<file path="config.mk">
export PLATFORM = sky130hd
export DESIGN_NAME = product_sign_restore_flat
export DESIGN_NICKNAME = d
export VERILOG_FILES = /design/src/rtl/vmul_pkg.sv /design/src/rtl/product_sign_restore_if.sv /design/src/rtl/lane_segmented_negate.sv /design/src/rtl/product_sign_restore.sv /design/src/flat_wrapper.sv
export SDC_FILE = /design/constraint.sdc
export NUM_CORES = 1
export LEC_CHECK = 0
export BUFFER_PORTS_ARGS = -buffer_cell sky130_fd_sc_hd__buf_2
export CAP_MARGIN = 20
export CORE_MARGIN = 10
export CORE_UTILIZATION = 46
export DETAILED_ROUTE_END_ITERATION = 10
export PLACE_DENSITY = 0.66
export SYNTH_ARGS = -nofsm -noshare
export SYNTH_HDL_FRONTEND = slang
export SYNTH_HIERARCHICAL = 1
export SYNTH_SLANG_ARGS = --single-unit
export TNS_END_PERCENT = 20
</file>
<file path="constraint.sdc">
create_clock -name clk -period 5.5 [get_ports clk]
set_clock_uncertainty 0.2 [all_clocks]
set_input_delay 1.1 -clock clk [delete_from_list [all_inputs] [get_ports clk]]
set_output_delay 1.1 -clock clk [all_outputs]
set_load 0.05 [all_outputs]
</file>
<file path="src/rtl/vmul_pkg.sv">
// rtl/vmul_pkg.sv - shared lane geometry, enums and lane mapping helper for the vector multiplier
package vmul_pkg;

    typedef enum logic [1:0] {
        P8     = 2'b00,
        P16    = 2'b01,
        P32    = 2'b10,
        P8_ALT = 2'b11
    } precision_e;

    typedef enum logic [1:0] {
        MUL    = 2'b00,
        MULH   = 2'b01,
        MULHU  = 2'b10,
        MULHSU = 2'b11
    } opcode_e;

    localparam int LANE_BYTES = 4;
    localparam int PROD_W     = 64;
    localparam int RES_W      = 32;

    // Byte index holding the sign of the lane that covers byte_idx.
    function automatic logic [1:0] lane_top_byte(input precision_e prec, input logic [1:0] byte_idx);
        case (prec)
            P16:     return {byte_idx[1], 1'b1};
            P32:     return 2'd3;
            default: return byte_idx;
        endcase
    endfunction

endpackage

</file>
<file path="src/rtl/product_sign_restore_if.sv">
// rtl/product_sign_restore_if.sv - product/sign input and result output handshake bundle
interface product_sign_restore_if;
    import vmul_pkg::*;

    logic                   in_valid;
    logic                   in_ready;
    precision_e             precision;
    opcode_e                opcode;
    logic [LANE_BYTES-1:0]  sign_a;
    logic [LANE_BYTES-1:0]  sign_b;
    logic [PROD_W-1:0]      product;
    logic                   out_valid;
    logic                   out_ready;
    logic [RES_W-1:0]       result;
    logic [LANE_BYTES-1:0]  out_neg;

    modport master (
        output in_valid, precision, opcode, sign_a, sign_b, product, out_ready,
        input  in_ready, out_valid, result, out_neg
    );

    modport slave (
        input  in_valid, precision, opcode, sign_a, sign_b, product, out_ready,
        output in_ready, out_valid, result, out_neg
    );

endinterface

</file>
<file path="src/rtl/lane_segmented_negate.sv">
// rtl/lane_segmented_negate.sv - per-lane two's complement of the raw product, carries confined to each lane
module lane_segmented_negate
    import vmul_pkg::*;
(
    input  logic [PROD_W-1:0]     i_x,
    input  precision_e            i_precision,
    input  logic [LANE_BYTES-1:0] i_neg,
    output logic [PROD_W-1:0]     o_y
);

    // Each lane is negated on its own slice so no carry can leak into the next lane.
    always_comb begin
        o_y = i_x;
        case (i_precision)
            P16: begin
                for (int l = 0; l < 2; l++) begin
                    if (i_neg[2*l+1]) o_y[32*l +: 32] = ~i_x[32*l +: 32] + 32'd1;
                end
            end
            P32: begin
                if (i_neg[3]) o_y = ~i_x + 64'd1;
            end
            default: begin
                for (int l = 0; l < 4; l++) begin
                    if (i_neg[l]) o_y[16*l +: 16] = ~i_x[16*l +: 16] + 16'd1;
                end
            end
        endcase
    end

endmodule

</file>
<file path="src/rtl/product_sign_restore.sv">
// rtl/product_sign_restore.sv - two-stage pipeline re-applying lane signs to the magnitude product
module product_sign_restore
    import vmul_pkg::*;
(
    input  logic                   clk,
    input  logic                   reset,
    product_sign_restore_if.slave  bus
);

    logic                   r_s1_valid;
    logic [PROD_W-1:0]      r_s1_product;
    precision_e             r_s1_precision;
    opcode_e                r_s1_opcode;
    logic [LANE_BYTES-1:0]  r_s1_neg;

    logic                   r_out_valid;
    logic [RES_W-1:0]       r_result;
    logic [LANE_BYTES-1:0]  r_out_neg;

    logic                   w_s1_en;
    logic                   w_s2_en;
    logic [LANE_BYTES-1:0]  w_byte_neg;
    logic [PROD_W-1:0]      w_negated;
    logic [RES_W-1:0]       w_half;
    logic                   w_high;

    assign w_s2_en      = !r_out_valid || bus.out_ready;
    assign w_s1_en      = !r_s1_valid || w_s2_en;
    assign bus.in_ready = w_s1_en;

    // Every byte takes the sign of its lane's top byte, so the flag is replicated across the lane.
    always_comb begin
        w_byte_neg = '0;
        for (int b = 0; b < LANE_BYTES; b++) begin
            w_byte_neg[b] = bus.sign_a[lane_top_byte(bus.precision, 2'(b))]
                          ^ bus.sign_b[lane_top_byte(bus.precision, 2'(b))];
        end
    end

    always_ff @(posedge clk or posedge reset) begin
        if (reset) begin
            r_s1_valid     <= 1'b0;
            r_s1_product   <= '0;
            r_s1_precision <= P8;
            r_s1_opcode    <= MUL;
            r_s1_neg       <= '0;
        end else if (w_s1_en) begin
            r_s1_valid <= bus.in_valid;
            if (bus.in_valid) begin
                r_s1_product   <= bus.product;
                r_s1_precision <= bus.precision;
                r_s1_opcode    <= bus.opcode;
                r_s1_neg       <= w_byte_neg;
            end
        end
    end

    lane_segmented_negate u_negate (
        .i_x         (r_s1_product),
        .i_precision (r_s1_precision),
        .i_neg       (r_s1_neg),
        .o_y         (w_negated)
    );

    assign w_high = (r_s1_opcode != MUL);

    always_comb begin
        w_half = '0;
        case (r_s1_precision)
            P16: begin
                for (int l = 0; l < 2; l++) begin
                    w_half[16*l +: 16] = w_high ? w_negated[32*l+16 +: 16] : w_negated[32*l +: 16];
                end
            end
            P32: begin
                w_half = w_high ? w_negated[63:32] : w_negated[31:0];
            end
            default: begin
                for (int l = 0; l < 4; l++) begin
                    w_half[8*l +: 8] = w_high ? w_negated[16*l+8 +: 8] : w_negated[16*l +: 8];
                end
            end
        endcase
    end

    always_ff @(posedge clk or posedge reset) begin
        if (reset) begin
            r_out_valid <= 1'b0;
            r_result    <= '0;
            r_out_neg   <= '0;
        end else if (w_s2_en) begin
            r_out_valid <= r_s1_valid;
            if (r_s1_valid) begin
                r_result  <= w_half;
                r_out_neg <= r_s1_neg;
            end
        end
    end

    assign bus.out_valid = r_out_valid;
    assign bus.result    = r_result;
    assign bus.out_neg   = r_out_neg;

endmodule
</file>
<file path="src/flat_wrapper.sv">
// flat-port wrapper written by rule: the top's interface ports become plain ports
module product_sign_restore_flat import vmul_pkg::*;
  (clk, reset, bus_in_valid, bus_precision, bus_opcode, bus_sign_a, bus_sign_b, bus_product, bus_out_ready, bus_in_ready, bus_out_valid, bus_result, bus_out_neg);
  product_sign_restore_if bus_i ();
  input  logic clk;
  input  logic reset;
  input wire logic [$bits(bus_i.in_valid)-1:0] bus_in_valid;
  input wire logic [$bits(bus_i.precision)-1:0] bus_precision;
  input wire logic [$bits(bus_i.opcode)-1:0] bus_opcode;
  input wire logic [$bits(bus_i.sign_a)-1:0] bus_sign_a;
  input wire logic [$bits(bus_i.sign_b)-1:0] bus_sign_b;
  input wire logic [$bits(bus_i.product)-1:0] bus_product;
  input wire logic [$bits(bus_i.out_ready)-1:0] bus_out_ready;
  output wire logic [$bits(bus_i.in_ready)-1:0] bus_in_ready;
  output wire logic [$bits(bus_i.out_valid)-1:0] bus_out_valid;
  output wire logic [$bits(bus_i.result)-1:0] bus_result;
  output wire logic [$bits(bus_i.out_neg)-1:0] bus_out_neg;
  assign bus_i.in_valid = bus_in_valid;
  assign bus_i.precision = bus_precision;
  assign bus_i.opcode = bus_opcode;
  assign bus_i.sign_a = bus_sign_a;
  assign bus_i.sign_b = bus_sign_b;
  assign bus_i.product = bus_product;
  assign bus_i.out_ready = bus_out_ready;
  assign bus_in_ready = bus_i.in_ready;
  assign bus_out_valid = bus_i.out_valid;
  assign bus_result = bus_i.result;
  assign bus_out_neg = bus_i.out_neg;
  product_sign_restore u_core (.clk(clk), .reset(reset), .bus(bus_i));
endmodule
</file>
==> impl_metrics.py <==
metrics = {
    "sta": {
        "timing.final.crit_share_pct": 72.6,
        "timing.hold.ws_ns": 0.280,
        "worstMarginPinSlew_ns": 0.971,
        "setup_viol": 0,
        "slew_headroom_pct": 35.3,
        "setup_slack_ns": 1.51,
        "rsz0062_at_grt": "no",
        "finalHoldViolCount": 0,
        "slew_violations": 0,
        "period_needed_ns": 3.99,
        "setup_tns_ns": 0,
        "max_freq_mhz": 250,
    },
    "place": {
        "place_worst_setup_slack_ns": 1.55,
        "numPortBuffers": 117,
        "dp_hpwl_um": 24200,
        "gp_congestion": 0.958,
        "place_inst": 1496,
        "placed_area_um2": 10200,
    },
    "synth": {
        "syn_nets": 1291,
        "syn_area_um2": 9620,
        "synth_compound_area_share_pct": 24.8,
        "yosys.area.top_type": "dfrtp_1",
        "synthXorXnorAreaFrac_pct": 4.46,
        "synth_common_cells": "o21ai_0 (127), dfrtp_1 (110), nand2_1 (106)",
        "post_synth_inst_count": 1202,
        "synth_area_leaders": "dfrtp_1 (29%), mux2_2 (10%), o21ai_0 (6.6%)",
        "synth-simple-area-share_pct": 21.7,
        "ys_ff_latch": 110,
        "syn_area_per_cell_um2": 8.00,
        "yosysMostFrequentCell": "o21ai_0",
        "synthMuxAreaShare_pct": 12.9,
        "yosysWarningCount": 6,
        "ys_seq_area_share_pct": 28.6,
        "synthAdderAreaFrac_pct": 1.17,
        "synth_edf_count": 0,
        "ys.flop_type": "dfrtp_1",
        "ys_async_sr_fraction_pct": 100,
        "yosysTopAreaCellShare_pct": 28.6,
        "synth.distinct_cells": 70,
        "synth_top_family_by_area": "compound AO/OA/AOI/OAI gates",
    },
    "power": {
        "total_power_mw": 4.33,
        "worst_ir_drop_vdd_uv": 205,
        "p_leak_nw": 4.15,
        "power_density_nw_per_um2": 412,
    },
    "critical_path": {
        "critPathTopFamily": "simple AND/OR/NAND/NOR gates",
        "cp_cell_sequence": "inv_1 > ha_1 > or4b_4 > or4_4 > or2_1 > and4_1 > nor4_1 > mux2i_1 > mux2_2 > o21ai_0",
        "cp.required_ns": 5.59,
        "path_class": "register to register",
        "slowest_stage": "or4_4",
        "path_buf_inv": 1,
        "worstPathArrival_ns": 4.09,
        "cp-start-kind": "register",
        "rrSetupSlack_ns": 1.51,
        "path_max_fanout": 13,
        "end_kind": "register",
        "max_stage_delay_ns": 0.64,
    },
    "clock_network": {
        "holdBufCountCts": 0,
        "cts.sinks": 110,
        "cts_buffers": 9,
        "h-tree-depth": 3,
        "cts_resized": 0,
        "clock_latency_ns": 0.37,
        "cts_root_buffer": "clkbuf_16",
        "clkTransAtPathRegs_ns": 0.08,
        "cts_tree": "done",
        "clk_path_buf_depth": 2,
        "cts_setup_buffers": 0,
    },
    "finish": {
        "final_area_um2": 10500,
        "fin_cells": 1513,
        "syn_to_final_growth_pct": 9.30,
        "fin_util_pct": 51.5,
        "drive_gt1_share_pct": 21.3,
        "n_fill_cell": 2053,
        "nets": 1326,
    },
    "detailed_routing": {
        "drt_iter0_drc": 1278,
        "vias_per_cell": 6.50,
        "routedWlPerCell_um": 21.9,
        "wirelength_um": 33200,
        "ant_nets": 0,
        "drt-pass1-iter-count": 6,
        "vias": 9833,
        "drc_errors": 0,
    },
    "grt": {
        "antenna_found_initial": 1,
        "grt_max_degree": 77,
        "grt-ovfl-total": 0,
        "grt_first_pass_wirelength_um": 52300,
        "grt_use_total_pct": 24.1,
        "grt_pass1_vias": 9133,
    },
    "floorplan": {
        "die-area_um2": 27100,
        "rows": 52,
        "core-area_um2": 20400,
        "fp.dieH_um": 165,
        "start_util_pct": 47.1,
        "io_pins": 118,
        "die_x_um": 165,
    },
    "run_status": {
        "status": "complete, no violations",
    },
    "flow_run": {
        "drv_cap": 0,
    },
    "min_path": {
        "min_path_type": "register to register",
    },
}
## layout by cell type (no fill, tap or decap), types with 29 or more instances in the layout
cell,instances
xor2_1,30
o21ai_0,127
a21oi_1,62
o31ai_1,33
nor4_1,29
dfrtp_1,109
nand2_1,104
mux2_2,87
buf_2,117
nand3_1,33
nor2_1,84
nor3_1,43
## area by class of cell
class	count	area (um^2)	share of cell area, %
Multi-Input combinational cell	952	6270	59.7
Sequential cell	110	2750	26.2
Timing Repair Buffer	138	743	7.07
Tap cell	270	338	3.21
Clock buffer	10	229	2.18
Inverter	26	100	0.952
Clock inverter	6	76.3	0.726
Antenna cell	1	2.50	0.0238
## worst reg2reg max path: stages, from the launching register on
cell and delay [ns]:
dfrtp_1 0.39, inv_1 0.09, ha_1 0.25, or4b_4 0.51, or4_4 0.64, or2_1 0.39, and4_1 0.25, nor4_1 0.64
mux2i_1 0.14, mux2_2 0.29, o21ai_0 0.13
## cell families (layout without fill, tap and decap cells)
kind of cell	Yosys count	in the layout
xor gates and xnor gates	49	49
other	0	1
DFF	110	110
muxes	111	111
AOI/OAI and AO/OA	375	375
adders and majority gates	9	9
buffers and inverters	140	180
and+or+nand+nor	408	408
## worst paths after layout
check                      cells past startpoint                    from                     to
hold / removal                                 2   u_core/bus.result[25]  u_core/bus.result[25]
setup / recovery                              10  u_core/r_s1_product[0]  u_core/bus.result[16]
max in group asynchronous                      3                   reset  u_core/bus.result[23]
setup reg to reg                              10  u_core/r_s1_product[0]  u_core/bus.result[16]
hold reg to reg                                2   u_core/bus.result[25]  u_core/bus.result[25]
min in group asynchronous                      2                   reset   u_core/bus.out_valid
## power breakdown
part	total, mW	internal (mW)	switching, mW
logic	2.34	0.788	1.55
clock network	0.698	0.362	0.336
registers	1.29	1.00	0.293
## registers in the layout (all words and copies together) (netlist names)
register,flops
u_core/bus.result,32
u_core/r_s1_valid,1
u_core/r_s1_opcode,2
u_core/r_s1_precision,2
u_core/bus.out_neg,4
u_core/bus.out_valid,1
u_core/r_s1_neg,4
u_core/r_s1_product,64
## per-layer routing
metal,GRT usage [%],up-vias,wire [um]
li1,-,4569,-
met1,33.6,4684,14600
met2,35.7,513,14400
met3,5.05,67,3080
met4,9.14,0,1040
met5,0,-,0
No activity file was read; power rests on OpenSTA's default activity.
